File: src/rtl/trace_capture.sv
`default_nettype none
// ============================================================================
//  Module   : trace_capture
//  Purpose  : Single-shot trace buffer. A live packed control word is
//             registered onto q every cycle. After arm, trig captures the
//             word into entry 0, and each following cycle appends the word
//             until the buffer is full or stop is seen. Once DONE, the entries
//             are popped in order through a valid/ready readout port.
//  Config   : define TRACE_CHANGE_ONLY_EN to append a word during capture
//             only when it differs from the last entry written. The trigger
//             entry is always written.
//  Ports    : clk, reset (async, active-low)
//             input_a/b/c [FIELD_W], cin, rec[2], pc_en, reg_en : traced fields
//             arm, trig, stop                                   : capture control
//             rd_ready                                          : readout pop
//             q[W]     : registered live packed word
//             state[2] : IDLE=0 ARMED=1 CAPTURE=2 DONE=3
//             count[CW], full : buffer fill level
//             rd_valid, rd_data[W] : readout entry at the read pointer
//  Revision : 1.0  initial release
// ============================================================================
module trace_capture #(
  parameter  int FIELD_W = 4,
  parameter  int DEPTH   = 8,
  localparam int W       = 3*FIELD_W + 5,
  localparam int CW      = $clog2(DEPTH + 1)
) (
  input  logic               clk,
  input  logic               reset,
  input  logic [FIELD_W-1:0] input_a,
  input  logic [FIELD_W-1:0] input_b,
  input  logic [FIELD_W-1:0] input_c,
  input  logic               cin,
  input  logic [1:0]         rec,
  input  logic               pc_en,
  input  logic               reg_en,
  input  logic               arm,
  input  logic               trig,
  input  logic               stop,
  input  logic               rd_ready,
  output logic [W-1:0]       q,
  output logic [1:0]         state,
  output logic [CW-1:0]      count,
  output logic               full,
  output logic               rd_valid,
  output logic [W-1:0]       rd_data
);

  localparam int AW = $clog2(DEPTH);

  localparam logic [1:0] IDLE    = 2'd0;
  localparam logic [1:0] ARMED   = 2'd1;
  localparam logic [1:0] CAPTURE = 2'd2;
  localparam logic [1:0] DONE    = 2'd3;

  localparam logic [CW-1:0] DEPTH_C = CW'(DEPTH);
  localparam logic [CW-1:0] ONE_C   = CW'(1);

  logic [W-1:0]  pword;
  logic [1:0]    state_nxt;
  logic          wr_en;
  logic          pop;
  logic          change_ok;
  logic [CW-1:0] rd_ptr;
  logic [W-1:0]  mem [DEPTH];

  assign pword = {input_a, input_b, cin, input_c, rec, pc_en, reg_en};

`ifdef TRACE_CHANGE_ONLY_EN
  // Copy of the most recently written entry, so the comparison does not need
  // a second read port on the storage array.
  logic [W-1:0] last_wr;

  always_ff @(posedge clk or negedge reset) begin
    if (!reset) begin
      last_wr <= '0;
    end else if (wr_en) begin
      last_wr <= pword;
    end
  end

  assign change_ok = (pword != last_wr);
`else
  assign change_ok = 1'b1;
`endif

  // --------------------------------------------------------------------------
  // State register
  // --------------------------------------------------------------------------
  always_ff @(posedge clk or negedge reset) begin
    if (!reset) begin
      state <= IDLE;
    end else begin
      state <= state_nxt;
    end
  end

  // --------------------------------------------------------------------------
  // Write qualification. ARMED is only ever entered through arm, which clears
  // count, so the trigger write naturally lands in entry 0.
  // --------------------------------------------------------------------------
  always_comb begin
    wr_en = 1'b0;
    case (state)
      ARMED:   wr_en = trig && !arm;
      CAPTURE: wr_en = !arm && !stop && change_ok && (count < DEPTH_C);
      default: wr_en = 1'b0;
    endcase
  end

  // --------------------------------------------------------------------------
  // Next-state logic; arm overrides everything else in every state.
  // --------------------------------------------------------------------------
  always_comb begin
    state_nxt = state;
    if (arm) begin
      state_nxt = ARMED;
    end else begin
      case (state)
        ARMED: begin
          if (trig) state_nxt = CAPTURE;
        end
        CAPTURE: begin
          if (stop) begin
            state_nxt = DONE;
          end else if (wr_en && ((count + ONE_C) == DEPTH_C)) begin
            state_nxt = DONE;
          end
        end
        default: state_nxt = state;
      endcase
    end
  end

  // --------------------------------------------------------------------------
  // Outputs. rd_data is forced to zero when nothing is readable, so the
  // storage array never needs clearing on reset or arm.
  // --------------------------------------------------------------------------
  always_comb begin
    full     = (count == DEPTH_C);
    rd_valid = 1'b0;
    rd_data  = '0;
    if ((state == DONE) && (rd_ptr < count)) begin
      rd_valid = 1'b1;
      rd_data  = mem[rd_ptr[AW-1:0]];
    end
  end

  assign pop = rd_valid && rd_ready && !arm;

  // --------------------------------------------------------------------------
  // Live word, fill level and read pointer
  // --------------------------------------------------------------------------
  always_ff @(posedge clk or negedge reset) begin
    if (!reset) begin
      q      <= '0;
      count  <= '0;
      rd_ptr <= '0;
    end else begin
      q <= pword;
      if (arm) begin
        count  <= '0;
        rd_ptr <= '0;
      end else begin
        if (wr_en) count  <= count + ONE_C;
        if (pop)   rd_ptr <= rd_ptr + ONE_C;
      end
    end
  end

  // Trace storage: contents are meaningless until written, so no reset.
  always_ff @(posedge clk) begin
    if (wr_en) begin
      mem[count[AW-1:0]] <= pword;
    end
  end

endmodule
`default_nettype wire
File: config.mk
export PLATFORM = sky130hd
export DESIGN_NAME = trace_capture
export DESIGN_NICKNAME = d
export VERILOG_FILES = /design/src/rtl/trace_capture.sv
export SDC_FILE = /design/constraint.sdc
export NUM_CORES = 1
export LEC_CHECK = 0
export CAP_MARGIN = 20
export CORE_MARGIN = 2
export CORE_UTILIZATION = 56
export CTS_CLUSTER_SIZE = 10
export DETAILED_ROUTE_END_ITERATION = 16
export GPL_TIMING_DRIVEN = 0
export MAX_ROUTING_LAYER = met4
export PLACE_DENSITY = 0.78
export SLEW_MARGIN = 10
export SYNTH_ARGS = -nofsm -noshare
export SYNTH_HDL_FRONTEND = slang
export SYNTH_SLANG_ARGS = --single-unit
File: constraint.sdc
create_clock -name clk -period 4.45 [get_ports clk]
set_input_delay 0.6675 -clock clk [delete_from_list [all_inputs] [get_ports clk]]
set_output_delay 0.6675 -clock clk [all_outputs]
set_load 0.03 [all_outputs]
# Word-level counts from Yosys, hierarchy flattened

Memory sizes are Yosys's and may differ from the RTL's.
Cells that the tools add are included.

Register bits: 27
Bits in writable memories: 136
Bits of input ports: 23
Output and inout bits: 42
Memories kept: 1

$add $sub $neg: 2
Magnitude comparators: 2
Eq/ne operators: 7
Multiplexer cells: 14
Reductions and logical operators: 13

Memory list:

| name | words | width | rd ports | clocked after Yosys merged registers in | write ports | RTL line | RTL |
|---|---|---|---|---|---|---|---|
| mem  | 8     | 17    | 1        | 0                                       | 1           | 65       | `logic [W-1:0] mem [DEPTH];` |

Operators by type and width:

| cell                                                            | number |
|---|---|
| 17-bit 2-to-1 mux                                               | 1 |
| 4-bit 2-to-1 mux                                                | 4 |
| 4-bit by 1-bit adder with 4-bit output, second input constant   | 2 |
| 4-bit == test, second input constant                            | 2 |
| 2-bit 2-to-1 mux                                                | 4 |
| 1-bit logical AND                                               | 7 |
| 2-bit == test, second input constant                            | 2 |
| 4-bit < comparator                                              | 1 |
| 4-bit < comparator, second input constant                       | 1 |
| 4-bit inequality test, second input constant                    | 1 |
| 2-bit one-hot mux with 2 select lines                           | 1 |
| 2-bit nonzero test                                              | 2 |
| 1-bit 2-to-1 mux                                                | 3 |
| 3-bit inequality test, second input constant                    | 1 |
| 3-bit AND reduction                                             | 1 |
| 3-bit nonzero test                                              | 1 |
| 2-bit by 1-bit == test with 1-bit output, second input constant | 1 |
| 1-bit zero test                                                 | 2 |
| 1-bit one-hot mux with 2 select lines                           | 1 |

# Longest topological paths before layout

Word-level depth: 9
Gate-level depth with buffers: 7

# Worst setup path before layout

OpenSTA, ideal clock, no wires.

Kind: register to register
Start: register state[0]
End: memory mem[0][0] in the netlist's numbering, enable pin
Arrival: 3.001 ns
Data required time: 4.038 ns
Path slack: 1.036 ns
Cell stages (with the launch flop): 7
Period minus slack after synthesis: 3.414 ns
Cell sequence: dfrtp_1 inv_1 ha_1 or3b_1 a211oi_4 nand2_1 nor3_1

Word-level cells in the longest chain between the ends: 4
Elaborated cells between the ends (all ways): 5
Classes of those cells: 2 x eq/ne; 3 x mux

Ends and longest elaborated chain:

| element                                                                   | RTL line | RTL |
|---|---|---|
| from (decl)                                                               | 42       | `output logic [1:0] state,` |
| from (signal assigned)                                                    | 94       | `state <= state_nxt;` |
| 2-bit == test or 2-bit by 1-bit == test with 1-bit output (tied branches) | 104      | `case (state)` |
| 1-bit one-hot mux with 2 select lines *                                   | 104      |  |
| 1-bit 2-to-1 mux *                                                        | 173      | `if (wr_en) begin` |
| 1-bit 2-to-1 mux (not written as such) *                                  | 174      | `mem[count[AW-1:0]] <= pword;` |
| to (decl)                                                                 | 65       |  |

Every way passes the cells marked *; elsewhere a longest branch is shown, timed or not.

# Worst setup path in the final report

Start: register count[1]
End: output rd_data[11]

Word-level cells in the longest chain between the ends: 3

Ends and longest elaborated chain:

| element                | RTL line | RTL |
|---|---|---|
| from (decl)            | 43       | `output logic [CW-1:0] count,` |
| from (signal assigned) | 165      | `if (wr_en) count <= count + ONE_C;` |
| 4-bit < comparator     | 143      | `if ((state == DONE) && (rd_ptr < count)) begin` |
| 1-bit logical AND      | 143      |  |
| 17-bit 2-to-1 mux      | 143      |  |
| to (decl)              | 46       | `output logic [W-1:0] rd_data` |

Every way passes these cells.

==> metrics.cfg <==
[timing]
final_critical_path_setup_slack_ps=287.2
final_number_of_setup_violating_endpoints=0
max_frequency_ghz=0.2402
maxSlewHeadroom=0.4029
fin_crit_sh=0.9355
finClkSkew_ps=10.52
worst_pin_slew_ps=895.6
final_slew_viol_count=0
timing.final.hold_violations=0
finalSetupTns_ps=0
fin_worst_hold_slack_ps=294.6
rsz0062_at_grt=false
period_needed_ps=4163

[floorplanning]
die_width_um=110.4
total_die_area_mm2=0.01219
top_level_ports=65
core.rowCount=38
start_util=0.5799
die_h_um=110.4
core-area_mm2=0.01094

[worst_setup_path]
reg2reg_setup_slack_ps=1340
worst-r2r-cell-count=8
timing.rr.end=mem[0][6]$_DFFE_PP_
critPathArrivalTime_ps=3500
start_kind=flop
cp-end-kind=primary output
critical_path_required_ps=3780
source_of_the_critical_timing_path=count[1]$_DFFE_PN0P_
critPathKind=reg -> out
critical_path.reg2reg.startpoint=state[0]$_DFFE_PN0P_
crit_fanout=10

[synth]
synthDominantCellAreaShare=0.6440
syn_avg_cell_area_um2=19.75
netlist_instances=321
synth_fp_nets=354
synth.yosys.seq_area_share=0.7506
synth_warnings=0
yosys.area.top_type=edfxtp_1
synth_cell_types=34
number_of_synthesized_register_bits=163
netlist_top_cells_area=edfxtp_1 64%, mux4_2 12%, dfrtp_1 11%
synth_area_mm2=0.006341

[hold_path]
min_path_type=in -> async

[final_layout]
multiInputGateArea_mm2=0.001519
filler_cell_count=656
layout.cell_area.non_filler_mm2=0.007909
signed_area_change_from_the_synthesized_netlist_to_the_final_layout_pct=24.72
finalNonFillerCells=567
final-seq-area_mm2=0.004760
number_of_antenna_diodes=0
final_nets=447
utilization=0.7232
final_layout_size_suffix_gt1_frac=0.2108

[pwr]
power_density_mw_per_mm2=426.3
cellLeakagePower_nw=2.631
total_power_mw=3.372
vdd_drop_max_uv=327.9

[detailed_routing]
drt_first_pass_iters=4
initialDrtViolationCount=357
remaining_antenna_violation_count=0
post_drt_via_cell_ratio=5.788
detail_route.drc_violations=0
route.vias.total=3282
finalWirelength_um=13350
routed_wire_length_per_instance_um=23.54

[placement]
placed_cell_area_mm2=0.007350
place.gp.congestion=0.7740
dpl.hpwl_um=8309
pre_cts_ws_ps=792.3
io_buffers=64
placedCellCount=535

[cts]
cts_htree_levels=4
max-clock-path-buffers=2
clock_insertion_delay_at_the_later_pin_of_the_skew_report_ps=420
cts.sink_count=163
cts_hold_repair.buffers=0
clockRootBuffer=clkbuf_16
tritoncts=built
path_clk_slew_ps=60
numCtsBuffers=17
count_of_instances_resized_after_the_clock_tree_is_built=0
post-cts-setup-buffers=0

[global_routing]
met1_usage=0.2900
grt_util_met3=0.06531
initial_antenna_violation_count=0
global_route_wire_length_before_repair_um=20310
grt_overflow=0
grt-busiest-layer=met2
grtUsageTotal=0.2393
via_count_of_the_first_global_routing_pass=3517
grt_max_degree=28
grt.met2_usage=0.3861

[outcome]
status=completed

[job]
max_cap_viol_count=0

-- Yosys cell counts (all sizes together) --
cell	number
or3	3
nand2b	2
nor3	2
ha	10
mux4	34
and3	1
a21oi	5
a211oi	1
a21o	1
o22ai	1
edfxtp	136
a311oi	1
o211ai	2
buf	5
clkbuf	8
dfrtp	27
o21ai	5
xnor2	3
or2	1
or2b	1
or3b	1
nor2	31
inv	8
nand3	1
mux2i	18
nand2	10
xor2	2
a2111oi	1
-- how the worst max path moves through the flow --
stage               slack, ps  cells after the start             endpoint
finish                    290                      7          rd_data[11]
global route              150                      7          rd_data[11]
CTS                       280                      7          rd_data[11]
detailed placement        790                      7           rd_data[7]
global placement         -390                      5  mem[0][6]$_DFFE_PP_
floorplan                1040                      6  mem[0][0]$_DFFE_PP_
-- layer usage --
layer | routed length, µm | vias up
met5 | 0 | -
met4 | 259 | 0
met3 | 697 | 20
met2 | 7026 | 117
met1 | 5364 | 1691
li1 | - | 1454
-- cell type report --
class / instances / area share
sequential: 163 / 0.6018
multi-input combinational: 137 / 0.1921
timing repair buffer: 74 / 0.1022
clock buffer: 19 / 0.05600
tap: 140 / 0.02215
clock inverter: 13 / 0.01471
buffer: 13 / 0.007277
inverter: 8 / 0.003797
-- power by group --
part           total (mW)  switching (mW)  internal, mW  leakage [nW]
logic               0.278           0.163         0.115         0.798
clock network        1.38           0.556         0.827         0.276
registers            1.71          0.0161          1.69          1.56
-- state kept, by name, indices dropped and copies added (netlist names) --
signal and cells:
q 17, state 2, count 4, mem 136, rd_ptr 4
-- cell usage in the layout (no fill, tap or decap), types with 5 or more instances in the layout --
cell	count
clkbuf_16	17
inv_1	8
clkbuf_1	8
clkinv_2	5
mux4_2	34
nand2_1	9
ha_1	10
a21oi_1	5
nor2_2	6
mux2i_1	18
edfxtp_1	136
dfrtp_1	27
nor2_1	25
clkdlybuf4s50_1	63
-- cell families (layout without fill, tap and decap cells) --
family	count (synthesis)	after routing	synth area share
fa+ha+maj	10	10	0.01973
xor+xnor	5	5	0.006907
compound gates	17	17	0.02131
buf+inv	21	127	0.01381
mux	52	52	0.1492
simple gates	53	53	0.03848
flops	163	163	0.7506
-- worst max-delay path, cell delays in order, from the launching register on --
cell             delay, ps
dfrtp_1                530
inv_1                  160
ha_1                   360
a2111oi_4               90
nor2_1                 650
clkbuf_1               500
nor2_1                 140
clkdlybuf4s50_1        620
Note: power is estimated with default switching activity, not from simulation.
